File: src/rtl/uart_packet_handler_pkg.sv
// Shared types and constants for the UART packet handler and its TX sequencer.
package uart_packet_pkg;

    localparam logic [7:0] CMD_WRITE        = 8'h00;
    localparam logic [7:0] CMD_READ         = 8'h01;
    localparam int         STATUS_ERROR_BIT = 7;
    localparam int         RESP_LEN         = 4;

    typedef enum logic [2:0] {
        RX_SYNC, RX_CMD, RX_ADDR, RX_DATA, EXEC, RD_WAIT, RESP
    } pktState_t;

    typedef enum logic [1:0] {
        TX_IDLE, TX_SETUP, TX_HOLD
    } txState_t;

    // Index 0 is the first byte on the wire.
    typedef logic [RESP_LEN-1:0][7:0] respBytes_t;

    // Error status keeps the offending command and flags it.
    function automatic logic [7:0] errStatus(input logic [7:0] cmd);
        logic [7:0] s;
        s = cmd;
        s[STATUS_ERROR_BIT] = 1'b1;
        return s;
    endfunction

endpackage

File: src/rtl/uart_packet_handler_if.sv
// UART byte stream plus register bus seen by the packet handler.
interface uart_packet_handler_if;

    logic [7:0] ipRxData;
    logic       ipRxValid;
    logic [7:0] opTxData;
    logic       opTxSend;
    logic       ipTxBusy;
    logic [7:0] opAddress;
    logic [7:0] opWrData;
    logic       opWrEnable;
    logic       opRdEnable;
    logic [7:0] ipRdData;
    logic       ipRdValid;
    logic       opDropped;

    modport master (
        input  ipRxData, ipRxValid, ipTxBusy, ipRdData, ipRdValid,
        output opTxData, opTxSend, opAddress, opWrData, opWrEnable,
               opRdEnable, opDropped
    );

    modport slave (
        output ipRxData, ipRxValid, ipTxBusy, ipRdData, ipRdValid,
        input  opTxData, opTxSend, opAddress, opWrData, opWrEnable,
               opRdEnable, opDropped
    );

endinterface

File: src/rtl/uart_packet_handler_tx_sequencer.sv
// Pushes a 4-byte response through the UART transmit handshake.
module uart_tx_sequencer
    import uart_packet_pkg::*;
(
    input  logic       ipClk,
    input  logic       ipReset,
    input  logic       start,
    input  respBytes_t respBytes,
    input  logic       txBusy,
    output logic [7:0] txData,
    output logic       txSend,
    output logic       done
);

    txState_t   state, stateNext;
    logic [1:0] idx, idxNext;
    logic [7:0] txDataNext;
    logic       txSendNext;

    // Register state, byte index and the handshake outputs.
    always_ff @(posedge ipClk) begin
        if (ipReset) begin
            state  <= TX_IDLE;
            idx    <= '0;
            txData <= '0;
            txSend <= 1'b0;
        end else begin
            state  <= stateNext;
            idx    <= idxNext;
            txData <= txDataNext;
            txSend <= txSendNext;
        end
    end

    // Setup waits for an idle transmitter; hold keeps the request until it is taken.
    always_comb begin
        stateNext  = state;
        idxNext    = idx;
        txDataNext = txData;
        txSendNext = txSend;
        done       = 1'b0;
        case (state)
            TX_IDLE: if (start) begin
                idxNext    = '0;
                txDataNext = respBytes[0];
                stateNext  = TX_SETUP;
            end
            TX_SETUP: if (!txBusy) begin
                txSendNext = 1'b1;
                stateNext  = TX_HOLD;
            end
            TX_HOLD: if (txBusy) begin
                txSendNext = 1'b0;
                if (idx == 2'(RESP_LEN - 1)) begin
                    done      = 1'b1;
                    stateNext = TX_IDLE;
                end else begin
                    idxNext    = idx + 2'd1;
                    txDataNext = respBytes[idx + 2'd1];
                    stateNext  = TX_SETUP;
                end
            end
            default: stateNext = TX_IDLE;
        endcase
    end

endmodule

File: src/rtl/uart_packet_handler.sv
// Parses SYNC/CMD/ADDR/DATA packets, performs one register access and
// returns a SYNC/STATUS/ADDR/DATA response over the UART.
module uart_packet_handler
    import uart_packet_pkg::*;
#(
    parameter logic [7:0] SYNC_BYTE  = 8'h55,
    parameter int         RX_TIMEOUT = 100000,
    parameter int         RD_TIMEOUT = 16
) (
    input  logic                  ipClk,
    input  logic                  ipReset,
    uart_packet_handler_if.master bus
);

    localparam int RXW = $clog2(RX_TIMEOUT + 1);
    localparam int RDW = $clog2(RD_TIMEOUT + 1);

    pktState_t  state, stateNext;
    logic [7:0] cmd, cmdNext;
    logic [7:0] addrNext, wrDataNext;
    logic [7:0] respStatus, statusNext;
    logic [7:0] respData, dataNext;
    logic       wrEnNext, rdEnNext, dropNext;
    logic [RXW-1:0] rxTimer, rxTimerNext;
    logic [RDW-1:0] rdTimer, rdTimerNext;
    logic       inRx, rxExpired, txDone;

    // All parser state and registered bus outputs.
    always_ff @(posedge ipClk) begin
        if (ipReset) begin
            state          <= RX_SYNC;
            cmd            <= '0;
            respStatus     <= '0;
            respData       <= '0;
            rxTimer        <= '0;
            rdTimer        <= '0;
            bus.opAddress  <= '0;
            bus.opWrData   <= '0;
            bus.opWrEnable <= 1'b0;
            bus.opRdEnable <= 1'b0;
            bus.opDropped  <= 1'b0;
        end else begin
            state          <= stateNext;
            cmd            <= cmdNext;
            respStatus     <= statusNext;
            respData       <= dataNext;
            rxTimer        <= rxTimerNext;
            rdTimer        <= rdTimerNext;
            bus.opAddress  <= addrNext;
            bus.opWrData   <= wrDataNext;
            bus.opWrEnable <= wrEnNext;
            bus.opRdEnable <= rdEnNext;
            bus.opDropped  <= dropNext;
        end
    end

    // Next-state: parse, execute, wait for read data, then hand off to TX.
    always_comb begin
        stateNext   = state;
        cmdNext     = cmd;
        addrNext    = bus.opAddress;
        wrDataNext  = bus.opWrData;
        statusNext  = respStatus;
        dataNext    = respData;
        wrEnNext    = 1'b0;
        rdEnNext    = 1'b0;
        dropNext    = 1'b0;
        rxTimerNext = '0;
        rdTimerNext = '0;
        inRx        = (state == RX_CMD) || (state == RX_ADDR) || (state == RX_DATA);
        rxExpired   = inRx && (rxTimer == RXW'(RX_TIMEOUT - 1));
        if (inRx && !bus.ipRxValid && !rxExpired)
            rxTimerNext = rxTimer + 1'b1;
        case (state)
            RX_SYNC: if (bus.ipRxValid) begin
                if (bus.ipRxData == SYNC_BYTE) stateNext = RX_CMD;
                else                           dropNext  = 1'b1;
            end
            RX_CMD, RX_ADDR, RX_DATA: begin
                if (rxExpired) begin
                    // Abandon the partial packet; a coincident byte may start a new one.
                    stateNext = RX_SYNC;
                    if (bus.ipRxValid) begin
                        if (bus.ipRxData == SYNC_BYTE) stateNext = RX_CMD;
                        else                           dropNext  = 1'b1;
                    end
                end else if (bus.ipRxValid) begin
                    if (state == RX_CMD) begin
                        cmdNext   = bus.ipRxData;
                        stateNext = RX_ADDR;
                    end else if (state == RX_ADDR) begin
                        addrNext  = bus.ipRxData;
                        stateNext = RX_DATA;
                    end else begin
                        wrDataNext = bus.ipRxData;
                        wrEnNext   = (cmd == CMD_WRITE);
                        rdEnNext   = (cmd == CMD_READ);
                        stateNext  = EXEC;
                    end
                end
            end
            EXEC: begin
                dropNext = bus.ipRxValid;
                if (cmd == CMD_WRITE) begin
                    statusNext = cmd;
                    dataNext   = bus.opWrData;
                    stateNext  = RESP;
                end else if (cmd == CMD_READ) begin
                    stateNext  = RD_WAIT;
                end else begin
                    statusNext = errStatus(cmd);
                    dataNext   = 8'h00;
                    stateNext  = RESP;
                end
            end
            RD_WAIT: begin
                dropNext = bus.ipRxValid;
                if (bus.ipRdValid) begin
                    statusNext = cmd;
                    dataNext   = bus.ipRdData;
                    stateNext  = RESP;
                end else if (rdTimer == RDW'(RD_TIMEOUT - 1)) begin
                    statusNext = errStatus(cmd);
                    dataNext   = 8'h00;
                    stateNext  = RESP;
                end else begin
                    rdTimerNext = rdTimer + 1'b1;
                end
            end
            RESP: begin
                dropNext = bus.ipRxValid;
                if (txDone) stateNext = RX_SYNC;
            end
            default: stateNext = RX_SYNC;
        endcase
    end

    uart_tx_sequencer uTxSeq (
        .ipClk     (ipClk),
        .ipReset   (ipReset),
        .start     (state == RESP),
        .respBytes ({respData, bus.opAddress, respStatus, SYNC_BYTE}),
        .txBusy    (bus.ipTxBusy),
        .txData    (bus.opTxData),
        .txSend    (bus.opTxSend),
        .done      (txDone)
    );

endmodule

File: src/flat_wrapper.sv
// flat-port wrapper written by rule: the top's interface ports become plain ports
module uart_packet_handler_flat import uart_packet_pkg::*;
#(
    parameter logic [7:0] SYNC_BYTE  = 8'h55,
    parameter int         RX_TIMEOUT = 100000,
    parameter int         RD_TIMEOUT = 16
)
  (ipClk, ipReset, bus_ipRxData, bus_ipRxValid, bus_ipTxBusy, bus_ipRdData, bus_ipRdValid, bus_opTxData, bus_opTxSend, bus_opAddress, bus_opWrData, bus_opWrEnable, bus_opRdEnable, bus_opDropped);
  uart_packet_handler_if bus_i ();
  input  logic ipClk;
  input  logic ipReset;
  input wire logic [$bits(bus_i.ipRxData)-1:0] bus_ipRxData;
  input wire logic [$bits(bus_i.ipRxValid)-1:0] bus_ipRxValid;
  input wire logic [$bits(bus_i.ipTxBusy)-1:0] bus_ipTxBusy;
  input wire logic [$bits(bus_i.ipRdData)-1:0] bus_ipRdData;
  input wire logic [$bits(bus_i.ipRdValid)-1:0] bus_ipRdValid;
  output wire logic [$bits(bus_i.opTxData)-1:0] bus_opTxData;
  output wire logic [$bits(bus_i.opTxSend)-1:0] bus_opTxSend;
  output wire logic [$bits(bus_i.opAddress)-1:0] bus_opAddress;
  output wire logic [$bits(bus_i.opWrData)-1:0] bus_opWrData;
  output wire logic [$bits(bus_i.opWrEnable)-1:0] bus_opWrEnable;
  output wire logic [$bits(bus_i.opRdEnable)-1:0] bus_opRdEnable;
  output wire logic [$bits(bus_i.opDropped)-1:0] bus_opDropped;
  assign bus_i.ipRxData = bus_ipRxData;
  assign bus_i.ipRxValid = bus_ipRxValid;
  assign bus_i.ipTxBusy = bus_ipTxBusy;
  assign bus_i.ipRdData = bus_ipRdData;
  assign bus_i.ipRdValid = bus_ipRdValid;
  assign bus_opTxData = bus_i.opTxData;
  assign bus_opTxSend = bus_i.opTxSend;
  assign bus_opAddress = bus_i.opAddress;
  assign bus_opWrData = bus_i.opWrData;
  assign bus_opWrEnable = bus_i.opWrEnable;
  assign bus_opRdEnable = bus_i.opRdEnable;
  assign bus_opDropped = bus_i.opDropped;
  uart_packet_handler #(.SYNC_BYTE(SYNC_BYTE), .RX_TIMEOUT(RX_TIMEOUT), .RD_TIMEOUT(RD_TIMEOUT)) u_core (.ipClk(ipClk), .ipReset(ipReset), .bus(bus_i));
endmodule
File: config.mk
export PLATFORM = sky130hd
export DESIGN_NAME = uart_packet_handler_flat
export DESIGN_NICKNAME = d
export VERILOG_FILES = /design/src/rtl/uart_packet_handler_pkg.sv /design/src/rtl/uart_packet_handler_if.sv /design/src/rtl/uart_packet_handler_tx_sequencer.sv /design/src/rtl/uart_packet_handler.sv /design/src/flat_wrapper.sv
export SDC_FILE = /design/constraint.sdc
export NUM_CORES = 1
export LEC_CHECK = 0
export ABC_AREA = 1
export CAP_MARGIN = 10
export CORE_ASPECT_RATIO = 1.25
export CORE_MARGIN = 2
export CORE_UTILIZATION = 46
export DETAILED_ROUTE_END_ITERATION = 6
export GPL_ROUTABILITY_DRIVEN = 0
export GPL_TIMING_DRIVEN = 0
export PLACE_DENSITY = 0.68
export SKIP_LAST_GASP = 1
export SLEW_MARGIN = 20
export SYNTH_ARGS = -nofsm -noshare
export SYNTH_HDL_FRONTEND = slang
export SYNTH_SLANG_ARGS = --single-unit
File: constraint.sdc
create_clock -name ipClk -period 2 [get_ports ipClk]
set_input_delay 0.6 -clock ipClk [delete_from_list [all_inputs] [get_ports ipClk]]
set_output_delay 0.6 -clock ipClk [all_outputs]
set_load 0.05 [all_outputs]
; Yosys cells after proc, flatten, opt, wreduce, memory -nomap -nowiden
; Index checks and enable logic that the tools add are counted.
[op_classes]
add_sub_neg = 3
multipliers = 0
div_mod_pow = 0
order_cmp = 1
eq_ne = 23
n_shift = 0
mux = 49
bitwise_logic = 7
reduce_logical = 26
[ops]
columns = op, n
row1 = $mux 8, 12
row2 = $pmux 8 s2, 3
row3 = $mux 3, 11
row4 = $add 17x1->17 const B, 1
row5 = $eq 17x17->1 const B, 1
row6 = $bmux 8 s2, 1
row7 = $pmux 3 s5, 1
row8 = $reduce_and 5->1, 3
row9 = $mux 2, 7
row10 = $mux 1, 10
row11 = $ne 2x2->1 const B, 5
row12 = $eq 3x3->1 const B, 3
row13 = $ne 3x2->1 const B, 3
row14 = $reduce_and 3->1, 3
row15 = $eq 8x1->1 const B, 1
row16 = $eq 8x7->1 const B, 1
row17 = $logic_not 8->1, 1
row18 = $reduce_and 4->1, 2
row19 = $not 1->1, 7
row20 = $eq 3x2->1 const B, 2
row21 = $pmux 2 s3, 1
row22 = $reduce_bool 2->1, 3
row23 = $reduce_or 3->1, 2
row24 = $reduce_or 6->1, 1
row25 = 18 further kinds, 24
[word_totals]
register_bits = 81
latch_bits = 0
mem_bits_rw = 0
rom_bits = 0
in_bits = 21
out_inout_bits = 28
wordCells = 124
memories = 0

; Longest topological paths before layout
; Gate-level depths: netlist of the first run.
[depth]
word_depth = 8
ltp_mapped = 12
mapped_depth_nobuf = 12

; Modules after synthesis
; From an unflattened synthesis of the first run, not the netlist that was laid out.
[hier_totals]
hier_cells = 612
area_unflattened_um2 = 4101.4
[by_module_without_submodules]
columns = module, n_inst, cells_each, area_per_inst_um2, seq_area_each_um2
row1 = uart_packet_handler, 1, 461, 3216.8, 1361.3
row2 = uart_tx_sequencer, 1, 151, 884.6, 260.2

; Least setup slack after synthesis of the first run
; Ideal clock, no wire load.
[synth_path]
path_kind = reg2reg
startpoint = register u_core.rdTimer[0]
endpoint = register u_core.respData[2]
setup_ns = 0.071
arrival_ns = 1.435
t_required_ns = 1.929
path_slack_ns = 0.494
stages_incl_launch_ff = 11
n_path_buf = 1
period_less_slack_ns = 1.506
cell_sequence = dfxtp_1 -> ha_1 -> nand2_1 -> nor2_1 -> ha_1 -> nor2_1 -> nand2_2 -> nand3_4 -> buf_2 -> nand2_1 -> a21oi_1
[synth_between]
elab_chain_cells = 3
[synth_rtl]
columns = element, line
row1 = "start, declared", uart_packet_handler.sv:25  ; logic [RDW-1:0] rdTimer, rdTimerNext;
row2 = "start signal, assigned", uart_packet_handler.sv:48  ; rdTimer <= rdTimerNext;
row3 = $eq 5x4->1, uart_packet_handler.sv:122  ; end else if (rdTimer == RDW'(RD_TIMEOUT - 1)) begin
row4 = $ne 3x2->1 (no line), -
row5 = $reduce_and 3->1 (no line), -
row6 = "end signal, assigned", uart_packet_handler.sv:46  ; respData <= dataNext;
row7 = "end, declared", uart_packet_handler.sv:22  ; logic [7:0] respData, dataNext;
; Every way passes these cells.
; A chain may end at the register's enable or synchronous reset.

; Worst setup path after layout of the first run
[layout_path]
startpoint = register u_core.bus.opWrData[0]
endpoint = output bus_opWrData[0]
[layout_lines]
columns = element, line
row1 = "start, declared", uart_packet_handler_if.sv:19  ; output opTxData, opTxSend, opAddress, opWrData, opWrEnable,
row2 = "start signal, assigned", uart_packet_handler.sv:50  ; bus.opWrData <= wrDataNext;
row3 = "end, declared", flat_wrapper.sv:20  ; output wire logic [$bits(bus_i.opWrData)-1:0] bus_opWrData;
; No word-level cell between the ends.

==> metrics.txt, run 1 <==
layout net count=608; Worst Setup End Kind=output port; CTS H-tree lvls=3; path depth of the worst reg2reg path=10; wire length per cell=14.1 µm; FILL cells=806; Reg clk slew, reported paths=0.08 ns; commonest non-fill, non-tap cells in the layout=113 x nand2_1, 81 x dfxtp_1, 60 x nor2_1; final core utilization=56.4%; cts bufs inserted=9; Max stage delay cell, worst path=dlygate4sd2_1; Hold Fails Final Rpt=0; die area=8990 µm²; antenna cell count=0; Post-DP HPWL=7420 µm; RSZ-0062 raised after global routing=false; CP required=1.40 ns; Synth Instances=524; layout cells sized above 1=10.0%; Core Box Area=8100 µm²; delay-heaviest family, CP=buffers and inverters; reg2reg end=u_core.respData[0]$_SDFFE_PP0P_; Vias=3,580; worst hold endpoint=u_core.rxTimer[0]$_SDFF_PP0_; top cells by area, synth=dfxtp_1 43%, nand2_1 11%, a21oi_1 7.1%; crit share post-route=95.3%; DRC viols=0; Place WS=-0.495 ns; Avg Synthesized Cell Area=7.24 µm²; area leader, netlist=dfxtp_1; synthesized net count=549; synthesized cell area=3790 µm²; global-route wire length before repair=15,700 µm; most common cell after layout, fill and taps aside=nand2_1; row count=37; CP Cell Sequence=dlygate4sd2_1; Vias/cell=5.23; Max stage delay on crit path=0.55 ns; crit-path max FO=3; initial core utilization=46.8%; Root Buffer=clkbuf_8; Max Cap Viol=0; Worst Path Buf+Inv=1; P_leak=1.77 nW; unique cell type count in the Yosys netlist=39; vias in the first global route=3,328; clock skew=0.0159 ns; Synth top area share=42.7%; Peak Freq=525 MHz; Worst Setup Start Kind=flip-flop; clk_lat worst skew=0.37 ns; R2R Setup Slk=0.24 ns; Critical Path AT=1.31 ns; Final setup viols=0; HP Class=flip-flop to flip-flop; Die Height=106 µm; Chip Width=85.2 µm; status=finished clean; CTS Sinks=81; final wirelength=9640 µm; Post-DRT Antenna Nets=0; WS Path Type=flip-flop to output port; input/output buffers=48; area delta synth->final=20.4%; Reg-to-Reg Start=u_core.rdTimer[0]$_SDFF_PP0_; hold path cells=1; maximum VDD drop=478 µV; PD cells=787 nW/µm²; Hold Startpoint=u_core.rxTimer[0]$_SDFF_PP0_; Pins Over Slew Limit=0; CTS tree=done; setup ws final=0.0942 ns; warnings from Yosys=0; worst-margin pin slew=0.525 ns; largest net degree at the start of global routing=15; antenna violations before repair=0; Tmin final=1.91 ns; post-synthesis sequential area ratio=42.7%; drt first pass iters=5; Bufs on Longest Clock Path=2; GRT Overall Usage=22.1%; final non-filler cell total=685; TNS Setup=0 ns; grt ovf=0; post-synthesis register bit count=81; Iter 0 DRT Violations=179; Slew headroom=64.8%; Cells after DPL=669; I/O Pins=49
==> per-layer routing <==
layer / global-route usage, % / part of all wire (%)
met1: 26.4 / 43
met2: 38.5 / 50
met3: 4.39 / 4.1
met4: 8.50 / 2.8
met5: 0 / 0
==> worst max path at each step <==
stage	startpoint	to	slack, ns	cells after the start
final	u_core.bus.opWrData[0]$_SDFFE_PP0P_	bus_opWrData[0]	0.09	1
after global routing	u_core.bus.opWrData[7]$_SDFFE_PP0P_	bus_opWrData[7]	0.06	1
after CTS	ipReset	u_core.cmd[5]$_SDFFE_PP0P_	0.02	6
after detailed placement	ipReset	u_core.cmd[5]$_SDFFE_PP0P_	-0.50	6
after global placement	ipReset	u_core.respStatus[3]$_SDFFE_PP0P_	-0.42	6
after floorplan	u_core.rdTimer[0]$_SDFF_PP0_	u_core.respData[2]$_SDFFE_PP0P_	0.49	10
==> layout make-up <==
| cell class | count | area, µm² | area share [%] |
|---|---|---|---|
| well taps | 97 | 121 | 2.66 |
| flip-flops and latches | 81 | 1620 | 35.5 |
| clock buffers | 11 | 141 | 3.09 |
| inverters | 52 | 195 | 4.27 |
| repair buffers | 48 | 445 | 9.75 |
| multi-input cells | 375 | 1890 | 41.3 |
| plain buffers | 16 | 93.8 | 2.05 |
| clock inverters | 5 | 63.8 | 1.40 |
==> Yosys cell counts (all sizes together) <==
cell type    n
nor3b        4
nor2        68
o31ai        1
o2111ai      2
a21oi       54
o21ai       46
a22o         1
xnor2        2
buf          8
nand4        6
clkbuf       8
a31oi        4
o22ai        1
inv         51
clkinv       1
dfxtp       81
or2          2
nand3       44
o211ai       2
nand2      116
xor2         6
nor3        10
ha           4
a211oi       2
==> report_power, final <==
| part | switching [W] | internal [W] | total, W |
|---|---|---|---|
| logic | 0.000435 | 0.000195 | 0.000630 |
| registers | 0.0000466 | 0.00167 | 0.00172 |
| clock network | 0.000631 | 0.000620 | 0.00125 |
| total | 0.00111 | 0.00249 | 0.00360 |
==> stage by stage <==
step                      total power [W]  area [µm²]  hold slack [ns]
after global placement            0.00239        4400            0.429
after CTS                         0.00360        4570            0.454
after detailed placement          0.00240        4400            0.439
after global routing              0.00374        4570            0.472
after floorplan                   0.00219        3790            0.418
final                             0.00360        4570            0.449
==> what timing repair did <==
item,CTS,global route
hold buffers,0,0
endpoints found under the hold margin,0,0
buffers inserted,0,0
gates resized for setup,30,2
endpoints found under the setup margin,39,9
==> registers in the layout, summed over array words and instances, names as in the netlist <==
name,cells
u_core.uTxSeq.txData,8
u_core.respData,8
u_core.rdTimer,5
u_core.uTxSeq.state,2
u_core.bus.opRdEnable,1
u_core.bus.opWrEnable,1
u_core.bus.opWrData,8
u_core.state,3
u_core.rxTimer,17
u_core.uTxSeq.idx,2
u_core.bus.opDropped,1
u_core.respStatus,8
u_core.cmd,8
u_core.bus.opAddress,8
u_core.uTxSeq.txSend,1
==> kinds of logic (layout without fill, tap and decap cells) <==
| group | count (synthesis) | count (layout) | synth area share, % |
|---|---|---|---|
| AND/OR/NAND/NOR | 250 | 250 | 30.7 |
| AO/OA/AOI/OAI | 113 | 113 | 15.8 |
| flip-flops | 81 | 81 | 42.7 |
| buffers and inverters | 68 | 132 | 7.52 |
| XOR/XNOR | 8 | 8 | 1.85 |
| adder cells (fa/ha/maj) | 4 | 4 | 1.32 |
Power figures use the tool's default switching activity.
==> run 2, diff against run 1 <==
--- a/config.mk
+++ b/config.mk
@@ -9,11 +9,11 @@
 export CAP_MARGIN = 10
 export CORE_ASPECT_RATIO = 1.25
 export CORE_MARGIN = 2
-export CORE_UTILIZATION = 46
+export CORE_UTILIZATION = 55
 export DETAILED_ROUTE_END_ITERATION = 6
 export GPL_ROUTABILITY_DRIVEN = 0
 export GPL_TIMING_DRIVEN = 0
-export PLACE_DENSITY = 0.68
+export PLACE_DENSITY = 0.79
 export SKIP_LAST_GASP = 1
 export SLEW_MARGIN = 20
 export SYNTH_ARGS = -nofsm -noshare
==> run 2 against run 1 <==
Critical path depth did not move. Cell count decreased by 1.6%. Global-route usage is 3.7 points higher. Count of clock-buffer cells in the layout grew 1. Die area is 16% lower. Flip-flop and latch count unchanged. Worst hold slack better by 0.0032 ns. Clock skew shrank 0.0063 ns. Non-clock buffer count did not move.
==> metrics.txt, run 2 (synthesis gave the netlist of run 1 again) <==
initial core utilization=57.4% (was 46.8%); vias in the first global route=3,445 (was 3,328); Worst Setup Start Kind=flip-flop (unchanged); Cells after DPL=659 (was 669); wire length per cell=13.8 µm (was 14.1 µm); commonest non-fill, non-tap cells in the layout=113 x nand2_1, 81 x dfxtp_1, 60 x nor2_1 (unchanged); final instance area=4510 µm² (was 4570 µm²); Vias/cell=5.41 (was 5.23); worst-margin pin slew=0.549 ns (was 0.525 ns); antenna cell count=0 (unchanged); most common cell after layout, fill and taps aside=nand2_1 (unchanged); CP Cell Sequence=dlygate4sd2_1 (unchanged); Max Cap Viol=0 (unchanged); Post-CTS Resized=29 (was 30); # hold bufs at CTS=0 (unchanged); delay-heaviest family, CP=buffers and inverters (unchanged); die area=7580 µm² (was 8990 µm²); Bufs on Longest Clock Path=2 (unchanged); largest net degree at the start of global routing=13 (was 15); clock skew=0.00963 ns (was 0.0159 ns); row count=33 (was 37); Vias=3,646 (was 3,580); area delta synth->final=19.0% (was 20.4%); CTS tree=done (unchanged); Iter 0 DRT Violations=210 (was 179); Post-DP HPWL=7260 µm (was 7420 µm); status=finished clean (unchanged); Critical Path AT=1.29 ns (was 1.31 ns); I/O Pins=49 (unchanged); Tmin final=1.89 ns (was 1.91 ns); Slew headroom=63.4% (was 64.8%); Worst Path Buf+Inv=1 (unchanged); RSZ-0062 raised after global routing=false (unchanged); input/output buffers=48 (unchanged); Area after DPL=4380 µm² (was 4400 µm²); Max stage delay cell, worst path=dlygate4sd2_1 (unchanged); antenna violations before repair=0 (unchanged); Root Buffer=clkbuf_8 (unchanged); Final setup viols=0 (unchanged); P_leak=1.75 nW (was 1.77 nW); layout net count=608 (unchanged); grt ovf=0 (unchanged); max reg flops=17 (unchanged); Max stage delay on crit path=0.55 ns (about the same); clk_lat worst skew=0.35 ns (was 0.37 ns); GRT Overall Usage=25.8% (was 22.1%); crit share post-route=94.7% (was 95.3%); cts bufs inserted=9 (unchanged); postcts setup bufs=0 (unchanged); HP Class=flip-flop to flip-flop (unchanged); layout cells sized above 1=9.71% (was 10.0%); Reg clk slew, reported paths=0.08 ns (about the same); drt first pass iters=6 (was 5); Core Box Area=6610 µm² (was 8100 µm²); Peak Freq=528 MHz (was 525 MHz); crit-path max FO=3 (unchanged); Worst Setup End Kind=output port (unchanged); Pins Over Slew Limit=0 (unchanged); Largest Register=u_core.rxTimer (unchanged); maximum VDD drop=598 µV (was 478 µV); PD cells=749 nW/µm² (was 787 nW/µm²); Hold Fails Final Rpt=0 (unchanged); Die Height=96.9 µm (was 106 µm); Post-DRT Antenna Nets=0 (unchanged); CTS Sinks=81 (unchanged); CTS H-tree lvls=3 (unchanged); global-route wire length before repair=15,600 µm (was 15,700 µm); Chip Width=78.3 µm (was 85.2 µm); final non-filler cell total=674 (was 685); WS Path Type=flip-flop to output port (unchanged); final wirelength=9270 µm (was 9640 µm); CP required=1.40 ns (about the same); DRC viols=0 (unchanged)
## run 2: cell count changes in the layout (fill, tap and decap cells not counted)
cell,previous run,this run
bufinv_16,1,0
clkbuf_1,6,7
clkinv_2,0,2
clkinv_4,2,0
inv_6,1,0
## run 2: path summary, 6_finish.rpt
kind,start,endpoint,slack (ns),cells past startpoint
setup / recovery,u_core.bus.opAddress[7]$_SDFFE_PP0P_,bus_opAddress[7],0.11,1
hold / removal,u_core.rdTimer[0]$_SDFF_PP0_,u_core.rdTimer[0]$_SDFF_PP0_,0.45,1
setup reg to reg,u_core.rdTimer[0]$_SDFF_PP0_,u_core.respData[1]$_SDFFE_PP0P_,0.25,10
hold reg to reg,u_core.rdTimer[0]$_SDFF_PP0_,u_core.rdTimer[0]$_SDFF_PP0_,0.45,1
## run 2: layer usage
metal  GRT usage [%]  wire length, µm  up-vias  part of all wire (%)
met5               0                0        -                     0
met4            10.9              261        0                   2.8
met3            4.85              365       23                   3.9
met1            29.6             3810     1672                    41
met2            46.0             4830      106                    52
li1                -                -     1845                     -
## run 2: layout make-up
type	count	area, µm²
fill	637	2090
multi-input combinational	375	1890
sequential	81	1620
timing repair buffer	48	445
inverter	52	195
clock buffer	12	145
tap	87	109
buffer	16	93.8
clock inverter	3	17.5
## run 2: through the flow
| stage | utilization [%] | total power [W] | setup slack [ns] | hold slack [ns] | TNS, ns |
|---|---|---|---|---|---|
| 4_1_cts | 68.3 | 0.00339 | 0.0715 | 0.456 | 0 |
| 6_report | 68.3 | 0.00338 | 0.106 | 0.452 | 0 |
| 3_3_place_gp | 66.3 | 0.00238 | -0.373 | 0.428 | -7.36 |
| 5_1_grt | 68.3 | 0.00354 | 0.0395 | 0.483 | 0 |
| 3_5_place_dp | 66.3 | 0.00239 | -0.427 | 0.445 | -8.06 |
| 2_1_floorplan | - | 0.00219 | 0.494 | 0.418 | 0 |
## run 2: where the power goes
group	leakage, nW	switching, W	internal, W
registers	0.654	0.0000457	0.00167
clock network	0.0822	0.000565	0.000475
logic	1.01	0.000428	0.000196
total	1.75	0.00104	0.00234
